**src/rtl/cdc_led_cmd.sv**
```systemverilog
// ASCII line-command interpreter between the CDC OUT and IN byte streams; drives the RGB LED vector.
// Optional local echo of typed bytes is enabled by defining CDC_LED_CMD_ECHO_EN.
module cdc_led_cmd #(
  parameter int unsigned MAX_LEN  = 8,
  parameter logic [2:0]  LED_INIT = 3'b000
) (
  input  logic       clk_i,
  input  logic       rst_i,
  input  logic [7:0] out_data_i,
  input  logic       out_valid_i,
  output logic       out_ready_o,
  output logic [7:0] in_data_o,
  output logic       in_valid_o,
  input  logic       in_ready_i,
  output logic [2:0] led_o
);

  localparam int unsigned LW = $clog2(MAX_LEN + 1);

  localparam logic [7:0] CH_LF = 8'h0A;
  localparam logic [7:0] CH_BS = 8'h08;
  localparam logic [7:0] CH_CR = 8'h0D;

  typedef enum logic [1:0] {
    ST_RX,
`ifdef CDC_LED_CMD_ECHO_EN
    ST_ECHO,
`endif
    ST_EXEC,
    ST_RESP
  } state_e;

  typedef enum logic [1:0] {
    RP_OK,
    RP_ERR,
    RP_QRY
  } reply_e;

  state_e        state_q, state_d;
  logic [LW-1:0] len_q, len_d;
  logic          ovf_q, ovf_d;
  logic [2:0]    led_q, led_d;
  reply_e        rep_q, rep_d;
  logic [3:0]    idx_q, idx_d;
`ifdef CDC_LED_CMD_ECHO_EN
  logic [7:0]    echo_q, echo_d;
`endif

  logic [7:0]    buf_q [MAX_LEN];
  logic          wr_en;
  logic          rx_fire;
  logic          is_led_cmd;
  logic          is_query;
  logic [3:0]    last_idx;
  logic [7:0]    reply_byte;

  function automatic logic is_bit(input logic [7:0] c);
    return (c == 8'h30) || (c == 8'h31);
  endfunction

  assign out_ready_o = (state_q == ST_RX) && !rst_i;
  assign rx_fire     = out_valid_i && out_ready_o;
  assign led_o       = led_q;

  // Only indices below len_q are meaningful; stale bytes above it are never decoded.
  assign is_led_cmd = (len_q == LW'(4))
                    && ((buf_q[0] == 8'h4C) || (buf_q[0] == 8'h6C))
                    && is_bit(buf_q[1]) && is_bit(buf_q[2]) && is_bit(buf_q[3]);
  assign is_query   = (len_q == LW'(1)) && (buf_q[0] == 8'h3F);

  always_comb begin
    last_idx = 4'd4;
    unique case (rep_q)
      RP_OK:   last_idx = 4'd3;
      RP_ERR:  last_idx = 4'd4;
      RP_QRY:  last_idx = 4'd5;
      default: last_idx = 4'd4;
    endcase
  end

  always_comb begin
    reply_byte = CH_LF;
    unique case (rep_q)
      RP_OK: begin
        case (idx_q)
          4'd0:    reply_byte = 8'h4F;
          4'd1:    reply_byte = 8'h4B;
          4'd2:    reply_byte = CH_CR;
          default: reply_byte = CH_LF;
        endcase
      end
      RP_QRY: begin
        case (idx_q)
          4'd0:    reply_byte = 8'h4C;
          4'd1:    reply_byte = {7'b0011000, led_q[0]};
          4'd2:    reply_byte = {7'b0011000, led_q[1]};
          4'd3:    reply_byte = {7'b0011000, led_q[2]};
          4'd4:    reply_byte = CH_CR;
          default: reply_byte = CH_LF;
        endcase
      end
      default: begin
        case (idx_q)
          4'd0:    reply_byte = 8'h45;
          4'd1:    reply_byte = 8'h52;
          4'd2:    reply_byte = 8'h52;
          4'd3:    reply_byte = CH_CR;
          default: reply_byte = CH_LF;
        endcase
      end
    endcase
  end

  always_comb begin
    in_valid_o = 1'b0;
    in_data_o  = 8'h00;
    if (state_q == ST_RESP) begin
      in_valid_o = 1'b1;
      in_data_o  = reply_byte;
    end
`ifdef CDC_LED_CMD_ECHO_EN
    if (state_q == ST_ECHO) begin
      in_valid_o = 1'b1;
      in_data_o  = echo_q;
    end
`endif
  end

  always_comb begin
    state_d = state_q;
    len_d   = len_q;
    ovf_d   = ovf_q;
    led_d   = led_q;
    rep_d   = rep_q;
    idx_d   = idx_q;
    wr_en   = 1'b0;
`ifdef CDC_LED_CMD_ECHO_EN
    echo_d  = echo_q;
`endif
    unique case (state_q)
      ST_RX: begin
        if (rx_fire) begin
          case (out_data_i)
            CH_LF: begin
            end
            CH_BS: begin
              if (len_q != '0) len_d = len_q - LW'(1);
            end
            CH_CR: state_d = ST_EXEC;
            default: begin
              if (len_q < LW'(MAX_LEN)) begin
                wr_en = 1'b1;
                len_d = len_q + LW'(1);
              end else begin
                ovf_d = 1'b1;
              end
            end
          endcase
`ifdef CDC_LED_CMD_ECHO_EN
          if ((out_data_i != CH_CR) && (out_data_i != CH_LF)) begin
            state_d = ST_ECHO;
            echo_d  = out_data_i;
          end
`endif
        end
      end
`ifdef CDC_LED_CMD_ECHO_EN
      ST_ECHO: begin
        if (in_ready_i) state_d = ST_RX;
      end
`endif
      ST_EXEC: begin
        idx_d   = '0;
        state_d = ST_RESP;
        if (ovf_q) begin
          rep_d = RP_ERR;
        end else if (len_q == '0) begin
          state_d = ST_RX;
        end else if (is_led_cmd) begin
          rep_d = RP_OK;
          led_d = {buf_q[3][0], buf_q[2][0], buf_q[1][0]};
        end else if (is_query) begin
          rep_d = RP_QRY;
        end else begin
          rep_d = RP_ERR;
        end
      end
      ST_RESP: begin
        if (in_ready_i) begin
          if (idx_q == last_idx) begin
            state_d = ST_RX;
            len_d   = '0;
            ovf_d   = 1'b0;
          end else begin
            idx_d = idx_q + 4'd1;
          end
        end
      end
      default: state_d = ST_RX;
    endcase
  end

  always_ff @(posedge clk_i) begin
    if (rst_i) begin
      state_q <= ST_RX;
      len_q   <= '0;
      ovf_q   <= 1'b0;
      led_q   <= LED_INIT;
      rep_q   <= RP_OK;
      idx_q   <= '0;
`ifdef CDC_LED_CMD_ECHO_EN
      echo_q  <= '0;
`endif
    end else begin
      state_q <= state_d;
      len_q   <= len_d;
      ovf_q   <= ovf_d;
      led_q   <= led_d;
      rep_q   <= rep_d;
      idx_q   <= idx_d;
`ifdef CDC_LED_CMD_ECHO_EN
      echo_q  <= echo_d;
`endif
    end
  end

  always_ff @(posedge clk_i) begin
    for (int unsigned i = 0; i < MAX_LEN; i++) begin
      if (wr_en && (len_q == LW'(i))) buf_q[i] <= out_data_i;
    end
  end

endmodule
```
**config.mk**
```make
export PLATFORM = sky130hd
export DESIGN_NAME = cdc_led_cmd
export DESIGN_NICKNAME = d
export VERILOG_FILES = /design/src/rtl/cdc_led_cmd.sv
export SDC_FILE = /design/constraint.sdc
export NUM_CORES = 1
export LEC_CHECK = 0
export ABC_AREA = 1
export BUFFER_PORTS_ARGS = -buffer_cell sky130_fd_sc_hd__buf_2
export CAP_MARGIN = 20
export CORE_MARGIN = 3
export CORE_UTILIZATION = 63
export DETAILED_ROUTE_END_ITERATION = 8
export GPL_ROUTABILITY_DRIVEN = 0
export PLACE_DENSITY = 0.8
export SLEW_MARGIN = 20
export SYNTH_ARGS = -nofsm -noshare
export SYNTH_HDL_FRONTEND = slang
export SYNTH_SLANG_ARGS = --single-unit
export TNS_END_PERCENT = 50
```
**constraint.sdc**
```tcl
create_clock -name clk_i -period 5.3 [get_ports clk_i]
set_input_delay 0.53 -clock clk_i [delete_from_list [all_inputs] [get_ports clk_i]]
set_output_delay 0.53 -clock clk_i [all_outputs]
set_load 0.02 [all_outputs]
```
* After elaboration in Yosys (flattened, before gate mapping) *
Memories as Yosys holds them, arrays and structs flattened.
Cells that the tools add are included.

word-level totals
  flip-flop bits (word level) = 16
  memory bits (writable) = 64
  input port bits = 12
  output and inout bits = 13
  memories kept = 1

operators by class
  $add $sub $neg = 3
  magnitude comparators = 1
  equal/unequal tests = 38
  mux-type cells = 75
  bitwise operators = 2
  reductions and logical operators = 43

memory list
  name   depth  width  rd ports  clocked after memory_dff  wr ports  line  text
  buf_q  8      8      4         0                         1         49    logic [7:0] buf_q [MAX_LEN];

operators with widths
  operator               number
  $mux W8                8
  $eq A8 B6 Y1 const B   7
  $reduce_or A8 Y1       7
  $pmux W7 S3            2
  $pmux W7 S5            1
  $mux W1                33
  $mux W4                7
  $eq A8 B4 Y1 const B   3
  $pmux W4 S2            3
  $mux W3                7
  $eq A4 B3 Y1 const B   5
  $mux W2                10
  $eq A4 B2 Y1 const B   4
  $eq A8 B7 Y1 const B   2
  $pmux W8 S2            1
  $logic_and A1 B1 Y1    15
  $ne A2 B2 Y1 const B   7
  $add A4 B1 Y4 const B  2
  $eq A4 B1 Y1 const B   2
  $logic_not A4 Y1       2
  $reduce_and A4 Y1      2
  $reduce_and A7 Y1      1
  $pmux W2 S3            1
  $pmux W3 S2            1
  other kinds (20)       29

* Depth between registers and ports, before layout *
Gate-level depths: netlist of run 1.

  depth in word-level cells = 16
  gate-level depth with buffers = 12

* Least setup slack after synthesis of run 1 *
No wires, ideal clock.

  path kind = reg2out
  start point = reg idx_q[0]
  end point = out in_data_o[1]
  arrival time = 1.858 ns
  required time = 4.770 ns
  setup slack = 2.912 ns
  stages on the path, launching flop included = 8
  cells stage by stage = dfxtp_1 inv_1 ha_1 o21ai_1 nand2_1 inv_1 a21oi_1 nor4_1

between the ends
  cells in the longest elaborated chain, start to end = 5

RTL lines
  element                                              line         text
  from (decl)                                          44           logic [3:0] idx_q, idx_d;
  from (signal assigned)                               220          idx_q <= idx_d;
  $eq A4 B2 Y1 / $eq A4 B1 Y1 (equally long branches)  85, 93, 103
  $reduce_or A2 Y1 (no line)                           --
  $pmux W7 S3                                          103          case (idx_q)
  $pmux W8 S2 *                                        83           unique case (rep_q)
  $mux W8 *                                            117          if (state_q == ST_RESP) begin
  to (decl)                                            12           output logic [7:0] in_data_o,

Every way passes the cells marked *; elsewhere a longest branch is shown, timed or not.

* Final worst setup path of run 1 *
  start point = reg idx_q[1]
  end point = out in_data_o[1]

The elaborated chain is that of the path after synthesis.

==> impl_metrics.json, run 1 <==
{
  "status": "finished clean",
  "synth_area_leaders": "edfxtp_1 36%, dfxtp_1 12%, nand2_1 11%",
  "async_flop_share": 0,
  "min_period_ps": 2600,
  "timing.rr.start": "state_q[0]",
  "max_freq_mhz": 384,
  "cts_buffers": 5,
  "dp_slack_ps": 3050,
  "cts_hold_buf": 0,
  "arrival_ps": 2070,
  "slew_headroom": 0.518,
  "fin_ws_ps": 2700,
  "ctsResizeCount": 0,
  "cp-start-kind": "flop",
  "port_buffers": 23,
  "rsz0062_at_grt": "false",
  "crit_fanout": 6,
  "tightest_slew_ps": 721,
  "initial_core_util": 0.686,
  "place_area_um2": 2760,
  "power_leakage_nw": 1.21,
  "max_cap_viol_count": 0,
  "power_frac_seq": 0.612,
  "drv_slew": 0,
  "worst_hold_path.endpoint": "buf_q[0][7]",
  "rr_worst_depth": 5,
  "drtIter0Drc": 167,
  "drc": 0,
  "synth_enable_flop_cells": 32,
  "reg2reg_to": "buf_q[0][17]",
  "worstHoldPathCells": 1,
  "ys_seq_elements": 48,
  "drtPass1Iterations": 4,
  "grt_use_total": 0.222,
  "drive_above_1_share": 0.205,
  "hold_violations": 0,
  "io_pins": 25,
  "synth_common_cells": "74 x nand2_1, 34 x nor2_1, 32 x edfxtp_1",
  "combPwrFrac": 0.066,
  "path_clk_slew_ps": 90,
  "syn_avg_cell_area_um2": 8.73,
  "synth-seq-area-share": 0.484,
  "routed_wl_um": 5150,
  "cts-root-buf": "clkbuf_8",
  "ir_drop_v": 0.000212,
  "chipWidth_um": 70.8,
  "final_area_um2": 2850,
  "regArea_um2": 1280,
  "antenna_found_initial": 0,
  "p_per_area_nw_per_um2": 235,
  "post_cts_buffers": 0,
  "vias": 2064,
  "p_clk_frac": 0.322,
  "required_ps": 4770,
  "ant_nets": 0,
  "crit_path_start": "idx_q[1]",
  "die_y_um": 70.8,
  "multi_input_area_um2": 1170,
  "wl_per_cell_um": 13.7,
  "swShare": 0.236,
  "min_path_type": "primary input to flop",
  "clock_latency_ps": 300,
  "dpl.hpwl_um": 3870,
  "synth_most_common_cell": "nand2_1",
  "fin_crit_sh": 0.491,
  "synthCells": 303,
  "yosysWarningCount": 0,
  "power_uw": 670,
  "p_int_uw": 512,
  "crit_path_end_kind": "output port",
  "ff2ff_setup_slack_ps": 3270,
  "clock-sinks": 48,
  "nFillCells": 297,
  "syn_nets": 323,
  "via_per_inst": 5.50,
  "dieArea_um2": 5010,
  "insertedDiodeCount": 0,
  "netSwitchingPower_uw": 158,
  "area_delta_synth_final_pct": 7.71,
  "cts_tree": "yes",
  "min_from": "out_data_i[7]",
  "clock_path_buffers": 2,
  "grt_pass1_vias": 1927,
  "synth_flop_cell": "edfxtp_1",
  "synth_top_cell_area_share": 0.363,
  "finalSetupViolations": 0,
  "fp-row-count": 22,
  "fin_worst_skew_ps": 10.5,
  "h-tree-depth": 2,
  "synth_top_cell_by_area": "edfxtp_1",
  "grt-ovfl-total": 0,
  "worstSetupPathType": "flop to output port",
  "ys_types": 39,
  "synth_area_um2": 2650,
  "grt_pass1_wl_um": 8870,
  "final.setup.tns_ps": 0,
  "fp.coreArea_um2": 3850,
  "grt_max_degree": 16,
  "finalNetCount": 346
}
power groups by stage:
stage	clock network, mW	registers (mW)	logic [mW]
after floorplan	0	0.417	0.0291
after global placement	0	0.418	0.0432
after detailed placement	0	0.419	0.0437
after CTS	0.217	0.410	0.0440
after global routing	0.231	0.411	0.0507
final	0.216	0.410	0.0441
cell type report:
| type | count | area share |
|---|---|---|
| sequential | 48 | 0.450 |
| multi-input combinational | 213 | 0.412 |
| inverter | 35 | 0.0470 |
| timing repair buffer | 23 | 0.0404 |
| clock buffer | 5 | 0.0242 |
| tap | 48 | 0.0211 |
| clock inverter | 3 | 0.00615 |
cells in the final DEF (no fill, tap or decap), types with 2 or more instances in the layout:
cell	n
dfxtp_1	16
ha_1	8
xor2_1	3
edfxtp_1	32
nand3_2	2
a21oi_1	15
nand4_1	7
a21oi_2	2
o21ai_2	2
o21ai_0	10
nor2_1	34
buf_2	23
nor2_4	6
nand3_1	14
nand2_2	4
inv_1	27
o21ai_1	2
clkbuf_8	5
nor4_1	3
nor3_1	7
nand2_1	74
nor3b_1	2
nor2_2	6
inv_2	7
worst max path at each step:
| stage | cells after the start | end |
|---|---|---|
| after global placement | 8 | in_data_o[1] |
| after detailed placement | 8 | in_data_o[1] |
| after CTS | 8 | in_data_o[1] |
| after global routing | 8 | in_data_o[1] |
| after floorplan | 7 | in_data_o[1] |
| final | 8 | in_data_o[1] |
registers in the layout, summed over array words and instances, names as in the netlist:
signal   flops
len_q        4
led_o        3
state_q      2
buf_q       32
ovf_q        1
idx_q        4
rep_q        2
cell families (layout without fill, tap and decap cells):
logic type | count (synthesis) | in the layout | synth area share
XOR/XNOR | 4 | 4 | 0.0132
AND/OR/NAND/NOR | 165 | 165 | 0.310
adder cells (fa/ha/maj) | 8 | 8 | 0.0378
flip-flops | 48 | 48 | 0.484
AO/OA/AOI/OAI | 35 | 35 | 0.0809
buffers and inverters | 42 | 66 | 0.0724
other | 1 | 1 | 0.00142
layer usage:
| metal | global-route usage | wire, µm | vias up |
|---|---|---|---|
| li1 | - | - | 1050 |
| met1 | 0.317 | 2400 | 941 |
| met2 | 0.354 | 2390 | 69 |
| met3 | 0.0455 | 315 | 4 |
| met4 | 0.0480 | 43 | 0 |
| met5 | 0 | 0 | - |
stage by stage:
step / util / hold WS [ps] / cells
floorplan: - / 447 / 303
global placement: 0.717 / 451 / 367
detailed placement: 0.717 / 485 / 367
CTS: 0.739 / 487 / 375
global route: 0.739 / 490 / 375
finish: 0.739 / 485 / 375
critical path: stages, from the launching register on:
cell and delay [ps]:
dfxtp_1 430, inv_1 100, ha_1 220, o21ai_1 320, nand2_1 90, inv_1 130, a21oi_1 80, nor4_1 200
buf_2 200
(Power assumes the default switching activity.)
==> run 2: changes to the inputs <==
ABC_AREA = 0   (was 1)
CORE_UTILIZATION = 52   (was 63)
PLACE_DENSITY = 0.71   (was 0.8)
clock period = 2.3 ns   (was 5.3 ns; I/O delays follow)
==> run 2 against run 1 <==
- power up 130%
- sequential cell count did not move
- global-route usage shrank 2.2 points
- largest power group unchanged
- critical path type unchanged
- synthesized cell count is 30% lower
- clock-buffer cell count increased by 1
- synthesized area is 13% lower
- register-to-register slack got worse by 3000 ps
- critical endpoint is now in_data_o[3]
- critical path depth did not move
- cell area down 6.8%
==> impl_metrics.json, run 2 <==
{
  "synth-compound-area-share": 0.112,
  "synth-seq-area-share": 0.556,
  "post_synth_mux_area_share": 0.0353,
  "hold_violations": 0,
  "async_flop_share": 0,
  "status": "finished clean",
  "crit_path_end_kind": "output port",
  "ir_drop_v": 0.000378,
  "crit_fanout": 7,
  "grt_max_degree": 16,
  "grt_use_total": 0.200,
  "fin_util": 0.641,
  "yosysWarningCount": 0,
  "synth_common_cells": "32 x edfxtp_1, 28 x nor2_1, 16 x dfxtp_1",
  "synth_area_leaders": "edfxtp_1 42%, dfxtp_1 14%, nor2_1 4.6%",
  "cts-root-buf": "clkbuf_8",
  "ys_seq_elements": 48,
  "dp_slack_ps": 230,
  "fp.coreArea_um2": 4140,
  "max_cap_viol_count": 0,
  "routed_wl_um": 4750,
  "syn_avg_cell_area_um2": 10.9,
  "final.setup.tns_ps": 0,
  "ys_types": 48,
  "fin_crit_sh": 0.917,
  "port_buffers": 23,
  "post_cts_buffers": 0,
  "fin_worst_skew_ps": 7.78,
  "io_pins": 25,
  "largest_register_ffs": 32,
  "synthAdderAreaFrac": 0.0435,
  "path_clk_slew_ps": 90,
  "cts_buffers": 5,
  "min_path_type": "primary input to flop",
  "h-tree-depth": 2,
  "worstSetupPathType": "flop to output port",
  "synth_most_common_cell": "edfxtp_1",
  "synth_top_cell_by_area": "edfxtp_1",
  "vias": 1691,
  "synth_enable_flop_cells": 32,
  "syn_nets": 232,
  "drc": 0,
  "clock_latency_ps": 300,
  "cp-start-kind": "flop",
  "final_cell_mix": "32 x edfxtp_1, 28 x nor2_1, 23 x buf_2, 14 x nand2_1, 14 x dfxtp_1",
  "cts_tree": "yes",
  "regMostFlops": "buf_q",
  "finalSetupViolations": 0,
  "min_period_ps": 2110,
  "finalNetCount": 261,
  "clock_path_buffers": 2,
  "fp-row-count": 23,
  "dpl.hpwl_um": 3520,
  "slew_headroom": 0.567,
  "synth_xor_area_frac": 0.0152,
  "grt_pass1_vias": 1665,
  "fin_ws_ps": 192,
  "synth_top_cell_area_share": 0.417,
  "required_ps": 2070,
  "reg_top3": "buf_q x32, idx_q x4, len_q x4",
  "power_mw": 1.56,
  "ant_nets": 0,
  "area_delta_synth_final_pct": 15.3,
  "arrival_ps": 1880,
  "max_freq_mhz": 474,
  "via_per_inst": 5.79,
  "synth_top_family_by_area": "simple AND/OR/NAND/NOR gates",
  "drtPass1Iterations": 4,
  "antenna_found_initial": 0,
  "power_leakage_nw": 0.948,
  "yosys.area_share.simple": 0.201,
  "insertedDiodeCount": 0,
  "clock-sinks": 48,
  "drive_above_1_share": 0.223,
  "synth_flop_cell": "edfxtp_1",
  "initial_core_util": 0.556,
  "final_common_cell": "edfxtp_1",
  "die_y_um": 72.6,
  "dieArea_um2": 5260,
  "p_per_area_nw_per_um2": 589,
  "grt_pass1_wl_um": 8100,
  "chipWidth_um": 72.6,
  "hold_slack_ps": 171,
  "drtIter0Drc": 70,
  "grt-ovfl-total": 0,
  "wl_per_cell_um": 16.3,
  "tightest_slew_ps": 641,
  "synth_area_um2": 2300,
  "synthCells": 212,
  "drv_slew": 0
}
[run 2: cell count changes in the layout (fill, tap and decap cells not counted), moves of 5 or more]
cell     change
nor2_2       -6
inv_2        -5
o21ai_0      -9
nor2_1       -6
and2_1       +6
inv_1       -17
nand3_1     -11
nand2_1     -60
nor2_4       -6
mux2i_1      +7
buf_4        +6
[run 2: cells by family (layout without fill, tap and decap cells)]
kind of cell / count (synthesis) / count (layout)
XOR/XNOR: 4 / 4
AO/OA/AOI/OAI: 36 / 36
other: 1 / 1
flip-flops: 48 / 48
adder cells (fa/ha/maj): 8 / 8
AND/OR/NAND/NOR: 87 / 87
buffers and inverters: 20 / 50
multiplexers: 8 / 8
[run 2: final cells by class]
| cell class | instances | area (µm²) |
|---|---|---|
| multi-input cells | 144 | 998 |
| flip-flops and latches | 48 | 1290 |
| repair buffers | 29 | 160 |
| clock buffers | 6 | 82.6 |
| fillers | 365 | 1490 |
| clock inverters | 2 | 13.8 |
| well taps | 50 | 62.6 |
| inverters | 13 | 48.8 |
[run 2: metrics by stage]
step / std cells / cell area, µm²
after floorplan: 212 / 2300
after global placement: 284 / 2490
after detailed placement: 284 / 2490
after CTS: 292 / 2600
after global routing: 292 / 2660
final: 292 / 2660
[run 2: worst paths after layout]
kind,from,end,slack (ps),cells after the start
max,idx_q[0],in_data_o[3],190,8
max reg2reg,rep_q[0],len_q[0],320,6
min,out_data_i[6],buf_q[0][6],170,1
min reg2reg,buf_q[0][24],led_o[2],500,2
[run 2: power breakdown]
| group | leakage (nW) | internal [mW] | switching [mW] |
|---|---|---|---|
| logic | 0.475 | 0.0318 | 0.0589 |
| clock network | 0.0516 | 0.246 | 0.282 |
| registers | 0.421 | 0.935 | 0.00903 |
| total | 0.948 | 1.21 | 0.350 |
[run 2: per-layer routing]
metal,up-vias,global-route usage,share of wire
li1,842,-,-
met1,809,0.288,0.48
met2,33,0.301,0.46
met3,7,0.0471,0.043
met4,0,0.0635,0.014
met5,-,0,0
[run 2: critical path: stages (launching register included)]
cell     delay (ps)
dfxtp_4         390
inv_2           110
ha_2            220
buf_4           160
nor3_2           50
or3_1           310
o31ai_1          80
a21oi_1         100
buf_2           160
[run 2: timing repair]
item,4_1_cts,5_1_grt
resized for setup,1,15
hold buffers,0,0
setup endpoints to repair,1,3
